$ cat src/rtl/qam_frame_sched_if.sv
// Handshake bundle between the frame scheduler, its payload source and the modulator.
// The master modport is the scheduler side; slave is the source/modulator/controller side.
interface qam_frame_sched_if;
  logic       start;
  logic       busy;
  logic       frame_done;
  logic       src_valid;
  logic [3:0] src_data;
  logic       src_ready;
  logic       mod_valid;
  logic [3:0] mod_data;
  logic       mod_ready;
  logic [1:0] sym_type;

  modport master (
    input  start, src_valid, src_data, mod_ready,
    output busy, frame_done, src_ready, mod_valid, mod_data, sym_type
  );

  modport slave (
    output start, src_valid, src_data, mod_ready,
    input  busy, frame_done, src_ready, mod_valid, mod_data, sym_type
  );
endinterface

$ cat src/rtl/qam_frame_sched.sv
// Frame scheduler for a 16-QAM modulator: preamble, payload with periodic pilots, then an idle gap.
// All symbols leave through a single output register with a valid/ready handshake.
//
// state    | meaning
// IDLE     | waiting for start
// PREAMBLE | emitting alternating 0/F training symbols
// PAYLOAD  | forwarding source symbols
// PILOT    | emitting one pilot symbol, then back to PAYLOAD
// GAP      | idle spacing before the next start is accepted
module qam_frame_sched #(
  parameter int unsigned PREAMBLE_LEN = 8,
  parameter int unsigned PAYLOAD_LEN  = 64,
  parameter int unsigned PILOT_PERIOD = 16,
  parameter logic [3:0]  PILOT_SYM    = 4'hF,
  parameter int unsigned GAP_LEN      = 4
) (
  input logic               axi_clk,
  input logic               axi_rstn,
  qam_frame_sched_if.master bus
);

  typedef enum logic [2:0] {IDLE, PREAMBLE, PAYLOAD, PILOT, GAP} state_t;

  localparam logic [7:0]  PRE_LAST = 8'(PREAMBLE_LEN - 1);
  localparam logic [11:0] PAY_LEN  = 12'(PAYLOAD_LEN);
  localparam logic [11:0] PIL_PER  = 12'(PILOT_PERIOD);
  localparam logic [7:0]  GAP_LAST = 8'(GAP_LEN - 1);

  state_t      state;
  logic [7:0]  pre_cnt;
  logic [11:0] pay_cnt;
  logic [11:0] pil_left;
  logic [7:0]  gap_cnt;
  logic        mod_valid_q;
  logic [3:0]  mod_data_q;
  logic [1:0]  sym_type_q;
  logic        busy_q;
  logic        frame_done_q;

  logic        loadable;
  logic        xfer;
  logic        src_hs;
  logic        src_ready_c;
  logic [11:0] pay_next;

  assign xfer        = mod_valid_q && bus.mod_ready;
  assign loadable    = !mod_valid_q || bus.mod_ready;
  // Stop accepting once the last payload symbol is held, so the frame cannot overrun.
  assign src_ready_c = (state == PAYLOAD) && loadable && (pay_cnt != PAY_LEN);
  assign src_hs      = src_ready_c && bus.src_valid;
  assign pay_next    = pay_cnt + 12'd1;

  assign bus.src_ready  = src_ready_c;
  assign bus.mod_valid  = mod_valid_q;
  assign bus.mod_data   = mod_data_q;
  assign bus.sym_type   = sym_type_q;
  assign bus.busy       = busy_q;
  assign bus.frame_done = frame_done_q;

  always_ff @(posedge axi_clk or negedge axi_rstn) begin
    if (!axi_rstn) begin
      state        <= IDLE;
      pre_cnt      <= 8'd0;
      pay_cnt      <= 12'd0;
      pil_left     <= 12'd0;
      gap_cnt      <= 8'd0;
      mod_valid_q  <= 1'b0;
      mod_data_q   <= 4'h0;
      sym_type_q   <= 2'd0;
      busy_q       <= 1'b0;
      frame_done_q <= 1'b0;
    end else begin
      frame_done_q <= 1'b0;
      if (xfer) mod_valid_q <= 1'b0;

      case (state)
        IDLE: begin
          if (bus.start) begin
            state   <= PREAMBLE;
            pre_cnt <= 8'd0;
            busy_q  <= 1'b1;
          end
        end
        PREAMBLE: begin
          if (loadable) begin
            mod_valid_q <= 1'b1;
            mod_data_q  <= pre_cnt[0] ? 4'hF : 4'h0;
            sym_type_q  <= 2'd0;
            if (pre_cnt == PRE_LAST) begin
              state    <= PAYLOAD;
              pay_cnt  <= 12'd0;
              pil_left <= PIL_PER;
            end else begin
              pre_cnt <= pre_cnt + 8'd1;
            end
          end
        end
        PAYLOAD: begin
          if (src_hs) begin
            mod_valid_q <= 1'b1;
            mod_data_q  <= bus.src_data;
            sym_type_q  <= 2'd2;
            pay_cnt     <= pay_next;
            // Pilot down-counter: terminal count marks a pilot slot unless the frame just ended.
            if (pil_left == 12'd1) begin
              pil_left <= PIL_PER;
              if (pay_next != PAY_LEN) state <= PILOT;
            end else begin
              pil_left <= pil_left - 12'd1;
            end
          end else if ((pay_cnt == PAY_LEN) && xfer) begin
            frame_done_q <= 1'b1;
            state        <= GAP;
            gap_cnt      <= GAP_LAST;
          end
        end
        PILOT: begin
          if (loadable) begin
            mod_valid_q <= 1'b1;
            mod_data_q  <= PILOT_SYM;
            sym_type_q  <= 2'd1;
            state       <= PAYLOAD;
          end
        end
        GAP: begin
          if (gap_cnt == 8'd0) begin
            state  <= IDLE;
            busy_q <= 1'b0;
          end else begin
            gap_cnt <= gap_cnt - 8'd1;
          end
        end
        default: state <= IDLE;
      endcase
    end
  end

endmodule

$ cat src/flat_wrapper.sv
// flat-port wrapper written by rule: the top's interface ports become plain ports
module qam_frame_sched_flat 
#(
  parameter int unsigned PREAMBLE_LEN = 8,
  parameter int unsigned PAYLOAD_LEN  = 64,
  parameter int unsigned PILOT_PERIOD = 16,
  parameter logic [3:0]  PILOT_SYM    = 4'hF,
  parameter int unsigned GAP_LEN      = 4
)
  (axi_clk, axi_rstn, bus_start, bus_src_valid, bus_src_data, bus_mod_ready, bus_busy, bus_frame_done, bus_src_ready, bus_mod_valid, bus_mod_data, bus_sym_type);
  qam_frame_sched_if bus_i ();
  input logic axi_clk;
  input logic axi_rstn;
  input wire logic [$bits(bus_i.start)-1:0] bus_start;
  input wire logic [$bits(bus_i.src_valid)-1:0] bus_src_valid;
  input wire logic [$bits(bus_i.src_data)-1:0] bus_src_data;
  input wire logic [$bits(bus_i.mod_ready)-1:0] bus_mod_ready;
  output wire logic [$bits(bus_i.busy)-1:0] bus_busy;
  output wire logic [$bits(bus_i.frame_done)-1:0] bus_frame_done;
  output wire logic [$bits(bus_i.src_ready)-1:0] bus_src_ready;
  output wire logic [$bits(bus_i.mod_valid)-1:0] bus_mod_valid;
  output wire logic [$bits(bus_i.mod_data)-1:0] bus_mod_data;
  output wire logic [$bits(bus_i.sym_type)-1:0] bus_sym_type;
  assign bus_i.start = bus_start;
  assign bus_i.src_valid = bus_src_valid;
  assign bus_i.src_data = bus_src_data;
  assign bus_i.mod_ready = bus_mod_ready;
  assign bus_busy = bus_i.busy;
  assign bus_frame_done = bus_i.frame_done;
  assign bus_src_ready = bus_i.src_ready;
  assign bus_mod_valid = bus_i.mod_valid;
  assign bus_mod_data = bus_i.mod_data;
  assign bus_sym_type = bus_i.sym_type;
  qam_frame_sched #(.PREAMBLE_LEN(PREAMBLE_LEN), .PAYLOAD_LEN(PAYLOAD_LEN), .PILOT_PERIOD(PILOT_PERIOD), .PILOT_SYM(PILOT_SYM), .GAP_LEN(GAP_LEN)) u_core (.axi_clk(axi_clk), .axi_rstn(axi_rstn), .bus(bus_i));
endmodule
$ cat config.mk
export PLATFORM = sky130hd
export DESIGN_NAME = qam_frame_sched_flat
export DESIGN_NICKNAME = d
export VERILOG_FILES = /design/src/rtl/qam_frame_sched_if.sv /design/src/rtl/qam_frame_sched.sv /design/src/flat_wrapper.sv
export SDC_FILE = /design/constraint.sdc
export NUM_CORES = 1
export LEC_CHECK = 0
export CORE_ASPECT_RATIO = 0.6
export CORE_MARGIN = 4
export CORE_UTILIZATION = 35
export CTS_BUF_LIST = sky130_fd_sc_hd__clkbuf_16
export DETAILED_ROUTE_END_ITERATION = 12
export PLACE_DENSITY = 0.52
export RECOVER_POWER = 50
export SYNTH_ARGS = -nofsm -noshare
export SYNTH_HDL_FRONTEND = slang
export SYNTH_SLANG_ARGS = --single-unit
export TNS_END_PERCENT = 20
$ cat constraint.sdc
create_clock -name axi_clk -period 5.2 [get_ports axi_clk]
set_input_delay 1.04 -clock axi_clk [delete_from_list [all_inputs] [get_ports axi_clk]]
set_output_delay 1.04 -clock axi_clk [all_outputs]
set_load 0.05 [all_outputs]
==> summary.txt, run 1 <==
Area Overhead vs Synth: 10.4%
Clock Path Buffers: 2
Critical Path RT: 4.16 ns
average size of a mapped cell: 9.35 um^2
Layout Skew: 0.00409 ns
H-tree levels: 2
per-cell routed wire length: 15.3 um
TritonRoute pass-1 iters: 4
internal power: 0.910 mW
CP startpoint: bus_mod_ready
clock transition at the registers of the reported paths: 0.07 ns
Worst R2R Start: u_core.pay_cnt[0]
worst min-delay path class: reg2reg
final period utilization: 70.4%
cts repair resizes: 0
Clock Power Share: 20.4%
logic gate share of total power: 39.7%
initial antenna violation count: 0
CTS Buf Count: 5
leakage power: 1.40 nW
Critical Path Source Type: input pin
Synth cell types: 63
die width: 130 um
failing checks: max-capacitance violations, max-slew violations
Async S/R FF share, synth: 100%
Hold Fails Final Rpt: 0
most common cell after layout, fill and taps aside: dfrtp_1
crit-path cells: clkdlybuf4s50_1 -> nor2b_1 -> nor3_1 -> clkdlybuf4s50_1
number of synthesized register bits: 52
antenna cells: 0
IO buf count: 18
Core ar.: 8620 um^2
Peak Freq: 0.273 GHz
synth warn: 0
DRT iter0 DRCs: 150
Post-synth EDFFs: 0
Power Dens Cells: 461 nW/um^2
Syn Inst Count: 336
hpwl dp: 5020 um
Worst Path Max Fanout: 3
Net Sw Frac: 43.1%
DRC Markers: 0
RSZ-0062 raised after global routing: false
synthesized area: 3140 um^2
final net count: 363
CP dominant cell by count: clkdlybuf4s50_1
Post-DRT Antenna Nets: 0
post-DR vias/cell: 5.25
most frequent cells in the layout: 52 x dfrtp_1, 36 x nor2_1, 34 x nand2_1
Detailed Route WL: 7020 um
Root Driver: clkbuf_16
Setup-failing EPs final: 0
Slew headroom: -89.5%
WS Path Type: in2out
final setup TNS: 0 ns
row count: 26
CP arrival: 2.62 ns
Slowest Stage Delay on Critical Path: 0.84 ns
status: finished, violations left
sequential fraction of design power: 39.9%
worst hold margin: 0.482 ns
IR drop worst, VDD: 179 uV
syn nets: 353
Psw: 0.688 mW
gr usage total: 14.6%
Post-Layout Cell Count: 459
vias in the first global route: 2272
Setup crit end kind: output pin
HP Start: u_core.bus.busy
Worst-Margin Slew: 2.84 ns
gp weighted congestion: 0.809
I/O Pins: 19
MaxCap Viol Count: 1
register area share after synthesis: 41.4%
share of cells above drive strength 1: 9.80%
ys flop type: dfrtp_1
Inst Count DP: 451
Initial Util: 36.4%
first-pass GRT wire length: 12100 um
Clock Sink Count: 52
min cycle time layout: 3.66 ns
Vert. Die Dim: 81.4 um
Tot Pwr: 1.60 mW
TritonCTS clock tree: built
Worst-Skew Late Latency: 0.29 ns
Slew Limit Fails: 53
Congestion Overflow GR: 0
kind of cell adding the most delay to the critical path: buffers and inverters
CP max stage cell: clkdlybuf4s50_1
cts hold-fix bufs: 0
CP bufs+invs: 2
Setup Fix Bufs, Post-CTS: 0
Die Area: 10600 um^2
routed vias: 2411
largest net degree at the start of global routing: 53
==> synth_stat cells, drive strengths merged (2+ instances only) <==
master | instances | area (um^2)
nor2 | 37 | 141
nor3 | 13 | 70.1
buf | 13 | 116
o41ai | 2 | 25.0
and3 | 3 | 18.8
inv | 13 | 48.8
a31oi | 2 | 18.8
nor4b | 5 | 77.6
nand2 | 34 | 128
or3 | 6 | 37.5
nand3 | 26 | 135
clkbuf | 3 | 11.3
ha | 8 | 100
dfrtp | 52 | 1300
or4 | 2 | 18.8
o31ai | 8 | 60.1
or2 | 2 | 12.5
nand4 | 6 | 58.8
and2 | 2 | 12.5
nand2b | 4 | 25.0
o22ai | 2 | 12.5
nor4 | 5 | 56.3
nor3b | 4 | 46.3
o21ai | 32 | 179
a21oi | 11 | 55.1
a21o | 5 | 37.5
xnor2 | 14 | 130
xor2 | 7 | 61.3
==> worst register-to-register path, delay by kind of cell, from the launching register on <==
| kind | cells | cell delay (ns) |
|---|---|---|
| AND/OR/NAND/NOR | 4 | 1.46 |
| flip-flops | 1 | 0.49 |
| adder cells (fa/ha/maj) | 1 | 0.14 |
| AO/OA/AOI/OAI | 1 | 0.24 |
| buffers and inverters | 1 | 0.10 |
| multiplexers | 1 | 0.35 |
==> worst paths after layout <==
path	to	slack, ns	cells past startpoint
setup / recovery	bus_src_ready	1.54	4
min in group asynchronous	u_core.pre_cnt[5]	1.75	2
hold reg to reg	u_core.bus.busy	0.48	1
setup reg to reg	u_core.state[1]	2.30	8
max in group asynchronous	u_core.pay_cnt[2]	1.84	2
hold / removal	u_core.bus.busy	0.48	1
==> routing by layer <==
| layer | share of wire, % | GRT usage [%] | vias to the layer above |
|---|---|---|---|
| met2 | 38 | 18.5 | 24 |
| li1 | - | - | 1206 |
| met3 | 3.5 | 3.81 | 7 |
| met1 | 58 | 24.0 | 1174 |
| met4 | 0.98 | 2.80 | 0 |
| met5 | 0 | 0 | - |
==> power groups by stage <==
stage	registers, mW	logic [mW]	clock network [mW]
after global placement	0.640	0.635	0
after detailed placement	0.642	0.637	0
after global routing	0.659	0.706	0.354
after floorplan	0.673	0.443	0
after CTS	0.637	0.641	0.339
final	0.638	0.634	0.327
==> sequential cells by signal (all words and copies together) (netlist names) <==
name and flops:
u_core.pil_left 12, u_core.pre_cnt 8, u_core.pay_cnt 12, u_core.bus.frame_done 1, u_core.bus.mod_data 4, u_core.bus.sym_type 2
u_core.state 3, u_core.bus.busy 1, u_core.gap_cnt 8, u_core.bus.mod_valid 1
==> through the flow <==
step	utilization [%]	instance area [um^2]	worst slack, ns
after floorplan	-	3140	1.96
after global placement	38.7	3340	1.55
after detailed placement	38.7	3340	1.55
after CTS	40.3	3480	1.53
after global routing	40.2	3470	1.16
final	40.2	3470	1.54
==> cells by family (layout without fill, tap and decap cells) <==
kind of cell	count (synthesis)	in the layout	synth area share, %
muxes	2	2	0.677
AOI/OAI and AO/OA	69	69	14.6
adders and majority gates	8	8	3.19
xor gates and xnor gates	21	21	6.10
buffers and inverters	29	40	5.62
DFF	52	52	41.4
and+or+nand+nor	155	155	28.4
==> final cells by class <==
type / count / area, um^2
Fill cell: 838 / 5150
Multi-Input combinational cell: 255 / 1660
Sequential cell: 52 / 1300
Timing Repair Buffer: 19 / 179
Tap cell: 112 / 140
Clock buffer: 5 / 125
Inverter: 13 / 48.8
Clock inverter: 3 / 15.0
(Power assumes the default switching activity.)
==> run 2: changes to the inputs <==
- clock period: 5.2 -> 3.7 ns (I/O delays scaled with it)
==> run 2 against run 1 <==
  * The run still ends with max-capacitance violations, max-slew violations left
  * Via count decreased by 2.2%
  * Flip-flop and latch count unchanged
  * Power increased by 41%
  * Hold slack improved by 0.0034 ns
  * Global-route usage increased by 0.058 points
==> summary.txt, run 2 (synthesis results as in run 1) <==
Critical Path Source Type: flip-flop
met2 WL post-DR: 2670 um
initial antenna violation count: 0
Die Area: 10600 um^2
Initial Util: 36.4%
gp weighted congestion: 0.844
die width: 130 um
Detailed Route WL: 6990 um
RSZ-0062 raised after global routing: false
Slew Limit Fails: 28
Layout Skew: 0.00833 ns
Clock Power Share: 20.6%
Setup-failing EPs final: 0
Worst-Margin Slew: 1.50 ns
IR drop worst, VDD: 315 uV
crit-path cells: inv_1 -> ha_1 -> nor4b_2 -> and3_1 -> nor3_1 -> clkdlybuf4s50_1
final net count: 368
Post-Route Utilization: 40.6%
WL met3: 285 um
Root Driver: clkbuf_16
Congestion Overflow GR: 0
Slowest Stage Delay on Critical Path: 0.84 ns
Power Dens Cells: 645 nW/um^2
Hold Fails Final Rpt: 0
IO buf count: 18
Slew headroom: -0.0443%
first-pass GRT wire length: 12200 um
Post-DRT Antenna Nets: 0
CTS Buf Count: 5
sequential fraction of design power: 39.2%
antenna cells: 0
row count: 26
per-cell routed wire length: 15.1 um
Clock Sink Count: 52
WS Path Type: reg2out
final setup TNS: 0 ns
kind of cell adding the most delay to the critical path: buffers and inverters
clock transition at the registers of the reported paths: 0.07 ns
DRC Markers: 0
Core ar.: 8620 um^2
cts repair resizes: 0
routed vias: 2358
pre-CTS setup slack: 0.644 ns
Worst-Skew Late Latency: 0.29 ns
cts hold-fix bufs: 0
share of cells above drive strength 1: 10.8%
Top Layer Used: met4
min cycle time layout: 3.33 ns
worst min-delay path class: reg2reg
MaxCap Viol Count: 1
TritonCTS clock tree: built
Tot Pwr: 2.26 mW
Critical Path RT: 2.96 ns
leakage power: 1.43 nW
status: finished, violations left
final worst setup slack: 0.372 ns
gr usage total: 14.7%
Setup Fix Bufs, Post-CTS: 0
I/O Pins: 19
Setup crit end kind: output pin
TritonRoute pass-1 iters: 4
Vert. Die Dim: 81.4 um
final period utilization: 89.9%
CP bufs+invs: 2
CP max stage cell: clkdlybuf4s50_1
met1 wire length: 3980 um
Peak Freq: 0.300 GHz
Area Overhead vs Synth: 11.5%
H-tree levels: 2
internal power: 1.30 mW
hpwl dp: 5270 um
Worst Path Max Fanout: 9
Top Registers: u_core.pay_cnt x12, u_core.pil_left x12
CP arrival: 2.59 ns
most frequent cells in the layout: 52 x dfrtp_1, 36 x nor2_1, 34 x nand2_1
DRT iter0 DRCs: 150
logic gate share of total power: 40.2%
Net Sw Frac: 42.6%
post-DR vias/cell: 5.08
most common cell after layout, fill and taps aside: dfrtp_1
Psw: 0.963 mW
Clock Path Buffers: 2
largest net degree at the start of global routing: 29
vias in the first global route: 2269
failing checks: max-capacitance violations, max-slew violations
==> run 2: cell type report <==
type                    count  area [um^2]
flip-flops and latches     52         1300
multi-input cells         255         1660
repair buffers             24          211
clock inverters             3         17.5
inverters                  13         48.8
well taps                 112          140
fillers                   839         5120
clock buffers               5          125
==> run 2: final timing paths <==
| kind | endpoint | depth (start not counted) | startpoint | slack (ns) |
|---|---|---|---|---|
| min in group asynchronous | u_core.bus.mod_data[3] | 1 | axi_rstn | 0.74 |
| setup / recovery | bus_src_ready | 6 | u_core.pay_cnt[0] | 0.37 |
| setup reg to reg | u_core.state[1] | 8 | u_core.pay_cnt[0] | 1.11 |
| hold reg to reg | u_core.bus.busy | 1 | u_core.bus.busy | 0.49 |
| hold / removal | u_core.bus.busy | 1 | u_core.bus.busy | 0.49 |
| max in group asynchronous | u_core.pay_cnt[6] | 2 | axi_rstn | 0.94 |
==> run 2: through the flow <==
stage	hold WS [ns]	instances	cell area, um^2
final	0.486	464	3500
after global routing	0.511	464	3500
after CTS	0.451	464	3520
after detailed placement	0.470	456	3370
after global placement	0.467	456	3370
after floorplan	0.444	336	3140
==> run 2: power groups by stage <==
stage / sequential [mW] / clock, mW / combinational [mW]
finish: 0.886 / 0.464 / 0.908
global route: 0.913 / 0.500 / 1.02
CTS: 0.885 / 0.482 / 0.927
detailed placement: 0.895 / 0 / 0.921
global placement: 0.895 / 0 / 0.916
floorplan: 0.945 / 0 / 0.623
==> run 2: per-layer routing <==
layer | global-route usage [%] | vias up
met5 | 0 | -
met4 | 2.80 | 0
met3 | 3.55 | 5
met2 | 19.3 | 32
met1 | 23.7 | 1101
li1 | - | 1220
